**src/rtl/acc_sfp_array.sv**
```systemverilog
// Per-column accumulation buffer with saturating add, sticky overflow and optional ReLU/threshold on emit.
// Latency: result on out_data one cycle after the accepting edge of a last beat; buffer read is combinational.
// Backpressure: in_ready = RUN && (!out_valid || out_ready); output register holds stable while out_ready=0.
module acc_sfp_array #(
  parameter int psum_bw = 16,
  parameter int col     = 8,
  parameter int depth   = 16,
  parameter int addr_bw = 4
) (
  input  logic                     clk,
  input  logic                     reset,
  input  logic                     in_valid,
  output logic                     in_ready,
  input  logic [addr_bw-1:0]       in_addr,
  input  logic [col*psum_bw-1:0]   in_data,
  input  logic                     in_first,
  input  logic                     in_last,
  input  logic                     relu_en,
  input  logic [psum_bw-1:0]       thres,
  input  logic                     clear_req,
  output logic                     out_valid,
  input  logic                     out_ready,
  output logic [addr_bw-1:0]       out_addr,
  output logic [col*psum_bw-1:0]   out_data,
  output logic [col-1:0]           ovf,
  output logic                     clearing
);

  typedef enum logic {ST_CLEAR, ST_RUN} state_t;

  localparam logic [psum_bw-1:0] SAT_MAX    = {1'b0, {(psum_bw-1){1'b1}}};
  localparam logic [psum_bw-1:0] SAT_MIN    = {1'b1, {(psum_bw-1){1'b0}}};
  localparam logic [addr_bw-1:0] LAST_ENTRY = addr_bw'(depth - 1);

  state_t               state;
  logic [addr_bw-1:0]   clr_cnt;
  logic                 accept;

  logic [psum_bw-1:0]        acc_mem  [col][depth];
  logic signed [psum_bw-1:0] lane_in  [col];
  logic signed [psum_bw-1:0] lane_old [col];
  logic signed [psum_bw-1:0] lane_v   [col];
  logic signed [psum_bw-1:0] lane_out [col];
  logic [col-1:0]            lane_sat;

  assign clearing = (state == ST_CLEAR);
  // Ready passes straight through from out_ready so last beats can stream at full rate.
  assign in_ready = (state == ST_RUN) && (!out_valid || out_ready);
  assign accept   = in_valid && in_ready;

  for (genvar c = 0; c < col; c++) begin : g_lane
    // One extra bit holds the exact sum; a mismatch between the top two bits means it left the psum range.
    logic signed [psum_bw:0] sum;
    assign lane_in[c]  = in_data[psum_bw*c +: psum_bw];
    assign lane_old[c] = acc_mem[c][in_addr];
    assign sum         = {lane_old[c][psum_bw-1], lane_old[c]} + {lane_in[c][psum_bw-1], lane_in[c]};
    assign lane_sat[c] = !in_first && (sum[psum_bw] != sum[psum_bw-1]);
    assign lane_v[c]   = in_first    ? lane_in[c] :
                         lane_sat[c] ? (sum[psum_bw] ? SAT_MIN : SAT_MAX) :
                                       sum[psum_bw-1:0];
    // Threshold compare is signed; the buffer keeps lane_v, only the emitted copy is zeroed.
    assign lane_out[c] = (relu_en && (lane_v[c] <= $signed(thres))) ? '0 : lane_v[c];
  end

  // Buffer write port: the sweep zeroes one entry per cycle, otherwise accepted beats write back.
  always_ff @(posedge clk) begin
    if (!reset) begin
      for (int c = 0; c < col; c++) begin
        if (state == ST_CLEAR)
          acc_mem[c][clr_cnt] <= '0;
        else if (accept)
          acc_mem[c][in_addr] <= lane_v[c];
      end
    end
  end

  // Control FSM, sticky overflow flags and the output register.
  always_ff @(posedge clk) begin
    if (reset) begin
      state     <= ST_CLEAR;
      clr_cnt   <= '0;
      out_valid <= 1'b0;
      out_addr  <= '0;
      out_data  <= '0;
      ovf       <= '0;
    end else begin
      case (state)
        ST_CLEAR: begin
          clr_cnt <= clr_cnt + 1'b1;
          if (clr_cnt == LAST_ENTRY)
            state <= ST_RUN;
        end
        ST_RUN: begin
          // A beat accepted alongside clear_req is still written; the sweep starts next cycle.
          if (clear_req) begin
            state   <= ST_CLEAR;
            clr_cnt <= '0;
          end
        end
        default: state <= ST_CLEAR;
      endcase

      if (state == ST_RUN && clear_req)
        ovf <= '0;
      else if (accept)
        ovf <= ovf | lane_sat;

      // A new result reloads the register even while the previous one is being consumed.
      if (accept && in_last) begin
        out_valid <= 1'b1;
        out_addr  <= in_addr;
        for (int c = 0; c < col; c++)
          out_data[psum_bw*c +: psum_bw] <= lane_out[c];
      end else if (out_ready) begin
        out_valid <= 1'b0;
      end
    end
  end

endmodule

```
**config.mk**
```make
export PLATFORM = sky130hd
export DESIGN_NAME = acc_sfp_array
export DESIGN_NICKNAME = d
export VERILOG_FILES = /design/src/rtl/acc_sfp_array.sv
export SDC_FILE = /design/constraint.sdc
export NUM_CORES = 2
export LEC_CHECK = 0
export ABC_AREA = 1
export BUFFER_PORTS_ARGS = -buffer_cell sky130_fd_sc_hd__buf_2
export CAP_MARGIN = 20
export CORE_UTILIZATION = 30
export DETAILED_ROUTE_END_ITERATION = 8
export HOLD_SLACK_MARGIN = 0.1
export PLACE_DENSITY = 0.5
export SETUP_SLACK_MARGIN = 0.1
export SYNTH_ARGS = -nofsm -noshare
export SYNTH_HDL_FRONTEND = slang
export SYNTH_SLANG_ARGS = --single-unit
```
**constraint.sdc**
```tcl
create_clock -name clk -period 23 [get_ports clk]
set_clock_uncertainty 0.15 [all_clocks]
set_input_delay 1.15 -clock clk [delete_from_list [all_inputs] [get_ports clk]]
set_output_delay 1.15 -clock clk [all_outputs]
set_load 0.01 [all_outputs]
```
### Word-level counts from Yosys, hierarchy flattened

Memories as Yosys holds them, arrays and structs flattened.
Cells that the tools add are included.

| storage, ports and cells | value |
|---|---|
| bits in registers | 146 |
| latch bits | 0 |
| memory bits (writable) | 2048 |
| bits in read-only memories | 0 |
| input bits | 156 |
| word-level logic and storage cells | 4239 |
| memories | 1 |

| operators by class | value |
|---|---|
| add/subtract/negate cells | 9 |
| $mul | 0 |
| div/mod/pow operators | 0 |
| order comparisons | 12 |
| eq/ne operators | 10 |
| shifts and indexed selects | 0 |
| multiplexer cells | 2122 |
| bitwise logic cells | 2052 |
| reductions and logical operators | 27 |

Memory list:

| name | depth | width | rd ports | clocked after Yosys merged registers in | wr ports | line | RTL |
|---|---|---|---|---|---|---|---|
| acc_mem | 8 | 256 | 8 | 0 | 8 | 39 | `logic [psum_bw-1:0] acc_mem [col][depth];` |

Operators by type and width:

| operator | number |
|---|---|
| $mux W1 | 2057 |
| $or A1 B1 Y1 | 2048 |
| $mux W16 | 50 |
| $bmux W16 S4 | 8 |
| $mux W256 | 2 |
| $add A16 B16 Y17 | 8 |
| $demux W16 S4 | 2 |
| $le A16 B16 Y1 | 8 |
| $logic_and A1 B1 Y1 | 22 |
| $ge A5 B5 Y1 const B | 2 |
| $lt A5 B1 Y1 const B | 2 |
| $not A4 Y5 | 2 |
| $ne A1 B1 Y1 | 8 |
| $or A8 B8 Y8 | 1 |
| $pmux W4 S2 | 1 |
| $add A4 B1 Y4 const B | 1 |
| $eq A4 B4 Y1 const B | 1 |
| $mux W4 | 1 |
| $logic_not A1 Y1 | 2 |
| $ne A2 B2 Y1 const B | 1 |
| $pmux W1 S2 | 1 |
| $reduce_bool A2 Y1 | 1 |
| $reduce_or A2 Y1 | 1 |
| $logic_or A1 B1 Y1 | 1 |
| $not A1 Y1 | 1 |

### Logic depth before layout (Yosys ltp)

| depth | value |
|---|---|
| depth in word-level cells | 12 |
| mapped depth | 39 |
| mapped depth without buffers | 34 |

### Worst setup path after synthesis

OpenSTA, ideal clock, no wires.

| timing path | value |
|---|---|
| path type | input to register |
| from | in reset |
| to | mem acc_mem[0][144] in the netlist's numbering (enable) |
| library setup time | 0.792 ns |
| arrival time | 10.624 ns |
| required time | 22.058 ns |
| slack | 11.434 ns |
| cell stages on the path | 4 |
| path buffers | 1 |
| path through | clkbuf_1 -> nor2_1 -> nand2_1 -> o21ai_0 |

RTL lines:

| item | line | RTL |
|---|---|---|
| start: declaration | 11 | `input logic reset,` |
| end: declaration | 39 |  |

### Worst setup path after layout

| timing path | value |
|---|---|
| from | in in_addr[0] |
| to | reg out_data[35] |

| between the ends | value |
|---|---|
| cells in the longest elaborated chain, start to end | 12 |
| elaborated cells between the ends (all ways) | 13 |

RTL lines:

| item | line | RTL |
|---|---|---|
| start: declaration | 14 | `input logic [addr_bw-1:0] in_addr,` |
| $not A4 Y5 (implied by the code) (*) | 55 | `assign lane_old[c] = acc_mem[c][in_addr];` |
| $bmux W16 S4 (*) | 55 |  |
| $mux W16 (implied by the code) (*) (2 in a row) | 55 |  |
| $add A16 B16 Y17 (*) | 56 | `assign sum = {lane_old[c][psum_bw-1], lane_old[c]} + {lane_in[c][psum_bw-1], lane_in[c]};` |
| $ne A1 B1 Y1 | 57 | `assign lane_sat[c] = !in_first && (sum[psum_bw] != sum[psum_bw-1]);` |
| $logic_and A1 B1 Y1 | 57 |  |
| $mux W16 (*) | 59 | `lane_sat[c] ? (sum[psum_bw] ? SAT_MIN : SAT_MAX) :` |
| $mux W16 (*) | 58 | `assign lane_v[c] = in_first ? lane_in[c] :` |
| $le A16 B16 Y1 | 62 | `assign lane_out[c] = (relu_en && (lane_v[c] <= $signed(thres))) ? '0 : lane_v[c];` |
| $logic_and A1 B1 Y1 | 62 |  |
| $mux W16 (*) | 62 |  |
| end signal: indexed assignment | 113 | `out_data[psum_bw*c +: psum_bw] <= lane_out[c];` |
| end: declaration | 24 | `output logic [col*psum_bw-1:0] out_data,` |

Mark *: on every way between the ends. The rest lies on a longest branch, timed or not. The select of a mux whose other input is x is not followed.
A chain may end at the register's enable or synchronous reset.

==> results.json <==
{
  "place.port_buffers": 298,
  "cpPeakStageDelay_ns": 0.86,
  "yosys_warnings": 0,
  "synthArstFlopShare_pct": 0,
  "status": "complete, no violations",
  "whs_ns": 0.3069,
  "hpwl_mm": 229.6,
  "placed_area_um2": 110700,
  "grt_max_degree": 196,
  "setup_tns_ns": 0,
  "numCtsBuffers": 243,
  "die_h_um": 594.9,
  "finalWeightedCongestion": 0.8853,
  "irDropWorstVdd_mv": 0.06729,
  "p_int_mw": 6.676,
  "yosysTopAreaCellShare_pct": 58.32,
  "tightest_slew_ns": 1.196,
  "drt_iter0_markers": 9261,
  "wl_per_cell_um": 28.09,
  "r2r_setup_slack_ns": 16.82,
  "synthFlopType": "edfxtp_1",
  "syn_to_final_growth_pct": 12.32,
  "viasPerCell": 5.454,
  "slew_violations": 0,
  "finalHoldViolCount": 0,
  "worstPathArrival_ns": 10.01,
  "syn_nets": 11068,
  "power.leakage_nw": 46.25,
  "clkLatencyLatePin_ns": 0.93,
  "cts_hold_buffers": 0,
  "fin_ws_ns": 13.66,
  "overflow": 0,
  "grt_pass1_vias": 81212,
  "crit-reg2reg-launch": "acc_mem[1][817]",
  "clkTransAtPathRegs_ns": 0.06,
  "cp_slowest_cell": "clkinv_8",
  "drc": 0,
  "final_nets": 10946,
  "critical_path_class": "input pin to flip-flop",
  "synth_area_leaders": "edfxtp_1, nand3_1, nor2_1",
  "layout-drive-gt1-share_pct": 10.21,
  "synth_most_common_cell": "nor2_1",
  "hp-start": "ovf[5]",
  "start_util_pct": 30.16,
  "synth_largest_area_cell": "edfxtp_1",
  "cap_violations": 0,
  "relSlewSlack_pct": 20.26,
  "dp_slack_ns": 12.91,
  "ios": 299,
  "antenna_found_initial": 39,
  "vias": 83719,
  "crit_path_frequent_cell": "nand2_1",
  "cts-resized-gates": 0,
  "yosys-top-cells-count": "nor2_1, edfxtp_1, nand2_1",
  "design_area_um2": 118500,
  "whs_path_depth": 2,
  "whs_endpoint": "ovf[5]",
  "grt_pass1_wl_mm": 606.2,
  "pwr-share-seq_pct": 47.9,
  "postSynthCellCount": 10644,
  "cts.sinks": 2194,
  "min_period_ns": 9.338,
  "grt_util_all_layers_pct": 23.61,
  "worst_setup_path_start_kind": "input pin",
  "endpoint_kind": "flip-flop",
  "p_total_mw": 9.089,
  "critPathMaxFanout": 130,
  "synth_seq_cells": 2194,
  "rsz0062_at_grt": "no",
  "syn_area_per_cell_um2": 9.908,
  "power_switching_mw": 2.413,
  "routed_wl_mm": 431.1,
  "synth_area_um2": 105500,
  "postCtsSetupRepairBufs": 0,
  "fmax_ghz": 0.1071,
  "ys_seq_area_share_pct": 61.09,
  "p_sw_share_pct": 26.55,
  "cts_tree": "done",
  "required_ns": 23.67,
  "power_frac_comb_pct": 10.3,
  "die_w_um": 594.9,
  "r2r-end": "out_data[127]",
  "core-area_um2": 349700,
  "synth_cell_types": 38,
  "cts_max_path_buffers": 4,
  "fin_crit_sh_pct": 40.60,
  "rows": 217,
  "hp-class": "flip-flop to flip-flop",
  "ant_nets": 0,
  "cts.htree.levels": 4,
  "synth_edf_count": 2048,
  "clockPowerShare_pct": 41.8,
  "reg2reg_depth": 23,
  "die_area_um2": 353900,
  "first_pass_iters": 6,
  "p_per_area_nw_per_um2": 76.73,
  "cts-root-buf": "clkbuf_16",
  "setup_viol": 0
}
state kept, by name (all words and copies together), names as in the netlist:
| register | count |
|---|---|
| out_data | 128 |
| acc_mem | 2048 |
| clr_cnt | 4 |
| ovf | 8 |
| out_valid | 1 |
| state | 1 |
| out_addr | 4 |
power groups by stage:
stage	Sequential [mW]	Combinational, mW	Clock [mW]
after floorplan	4.46	0.620	0
after global placement	4.44	0.920	0
after detailed placement	4.44	0.928	0
after CTS	4.35	0.931	3.85
after global routing	4.36	1.01	3.99
final	4.35	0.937	3.80
critical path, delay by kind of cell:
family | cells | cell delay, ns
buffers and inverters | 7 | 3.64
AOI/OAI and AO/OA | 7 | 1.96
adders and majority gates | 2 | 0.62
and+or+nand+nor | 18 | 2.38
routing by layer:
layer | global-route usage [%] | vias to the layer above | share of wire, %
met5 | 0 | - | 0.046
met4 | 10.34 | 32 | 4.9
met3 | 3.800 | 785 | 8.6
met2 | 38.41 | 4093 | 46
met1 | 31.01 | 42157 | 40
li1 | - | 36652 | -
how the worst max path moves through the flow:
stage	start	cells past startpoint	slack [ns]	endpoint
floorplan	reset	4	11.43	acc_mem[0][144]
global placement	in_addr[0]	37	12.84	out_data[59]
detailed placement	in_addr[0]	35	12.91	out_data[35]
CTS	in_addr[0]	35	13.89	out_data[35]
global route	in_addr[0]	34	13.14	out_data[35]
finish	in_addr[0]	34	13.66	out_data[35]
layout make-up:
class	instances	area [um2]
clock inverters	135	1099
repair buffers	455	3110
inverters	423	1608
multi-input cells	7205	35900
well taps	4599	5754
clock buffers	313	6487
flip-flops and latches	2194	64420
diodes	27	67.56
fillers	35549	231300
layout by cell type, fill, tap and decap left out, drive strengths merged, types with 13 or more instances in the layout:
| master | Yosys | routed |
|---|---|---|
| nor2 | 2185 | 2185 |
| a21oi | 330 | 330 |
| xnor2 | 63 | 63 |
| nand2 | 1871 | 1871 |
| buf | 234 | 455 |
| nand4 | 154 | 154 |
| diode | 0 | 27 |
| o21ai | 43 | 43 |
| o21bai | 17 | 17 |
| and2 | 18 | 18 |
| inv | 423 | 417 |
| xor2 | 30 | 30 |
| bufinv | 0 | 13 |
| nand3 | 1663 | 1663 |
| clkbuf | 588 | 313 |
| a22oi | 512 | 512 |
| ha | 260 | 260 |
| clkinv | 0 | 120 |
| nor3 | 22 | 22 |
| edfxtp | 2048 | 2048 |
| dfxtp | 146 | 146 |
per-stage QoR:
stage | util [%] | instances
floorplan | - | 10644
global placement | 31.66 | 14872
detailed placement | 31.67 | 14873
CTS | 33.84 | 15321
global route | 33.86 | 15331
finish | 33.87 | 15351
logic make-up (layout without fill, tap and decap cells):
| kind of cell | after synthesis | count (layout) | share of synthesized area [%] |
|---|---|---|---|
| buf+inv | 1245 | 1326 | 5.211 |
| compound gates | 912 | 912 | 5.699 |
| fa+ha+maj | 268 | 268 | 3.237 |
| other cells | 0 | 27 | 0 |
| xor+xnor | 93 | 93 | 0.7724 |
| simple gates | 5932 | 5932 | 23.99 |
| flops | 2194 | 2194 | 61.09 |
No activity file was read; power rests on OpenSTA's default activity.
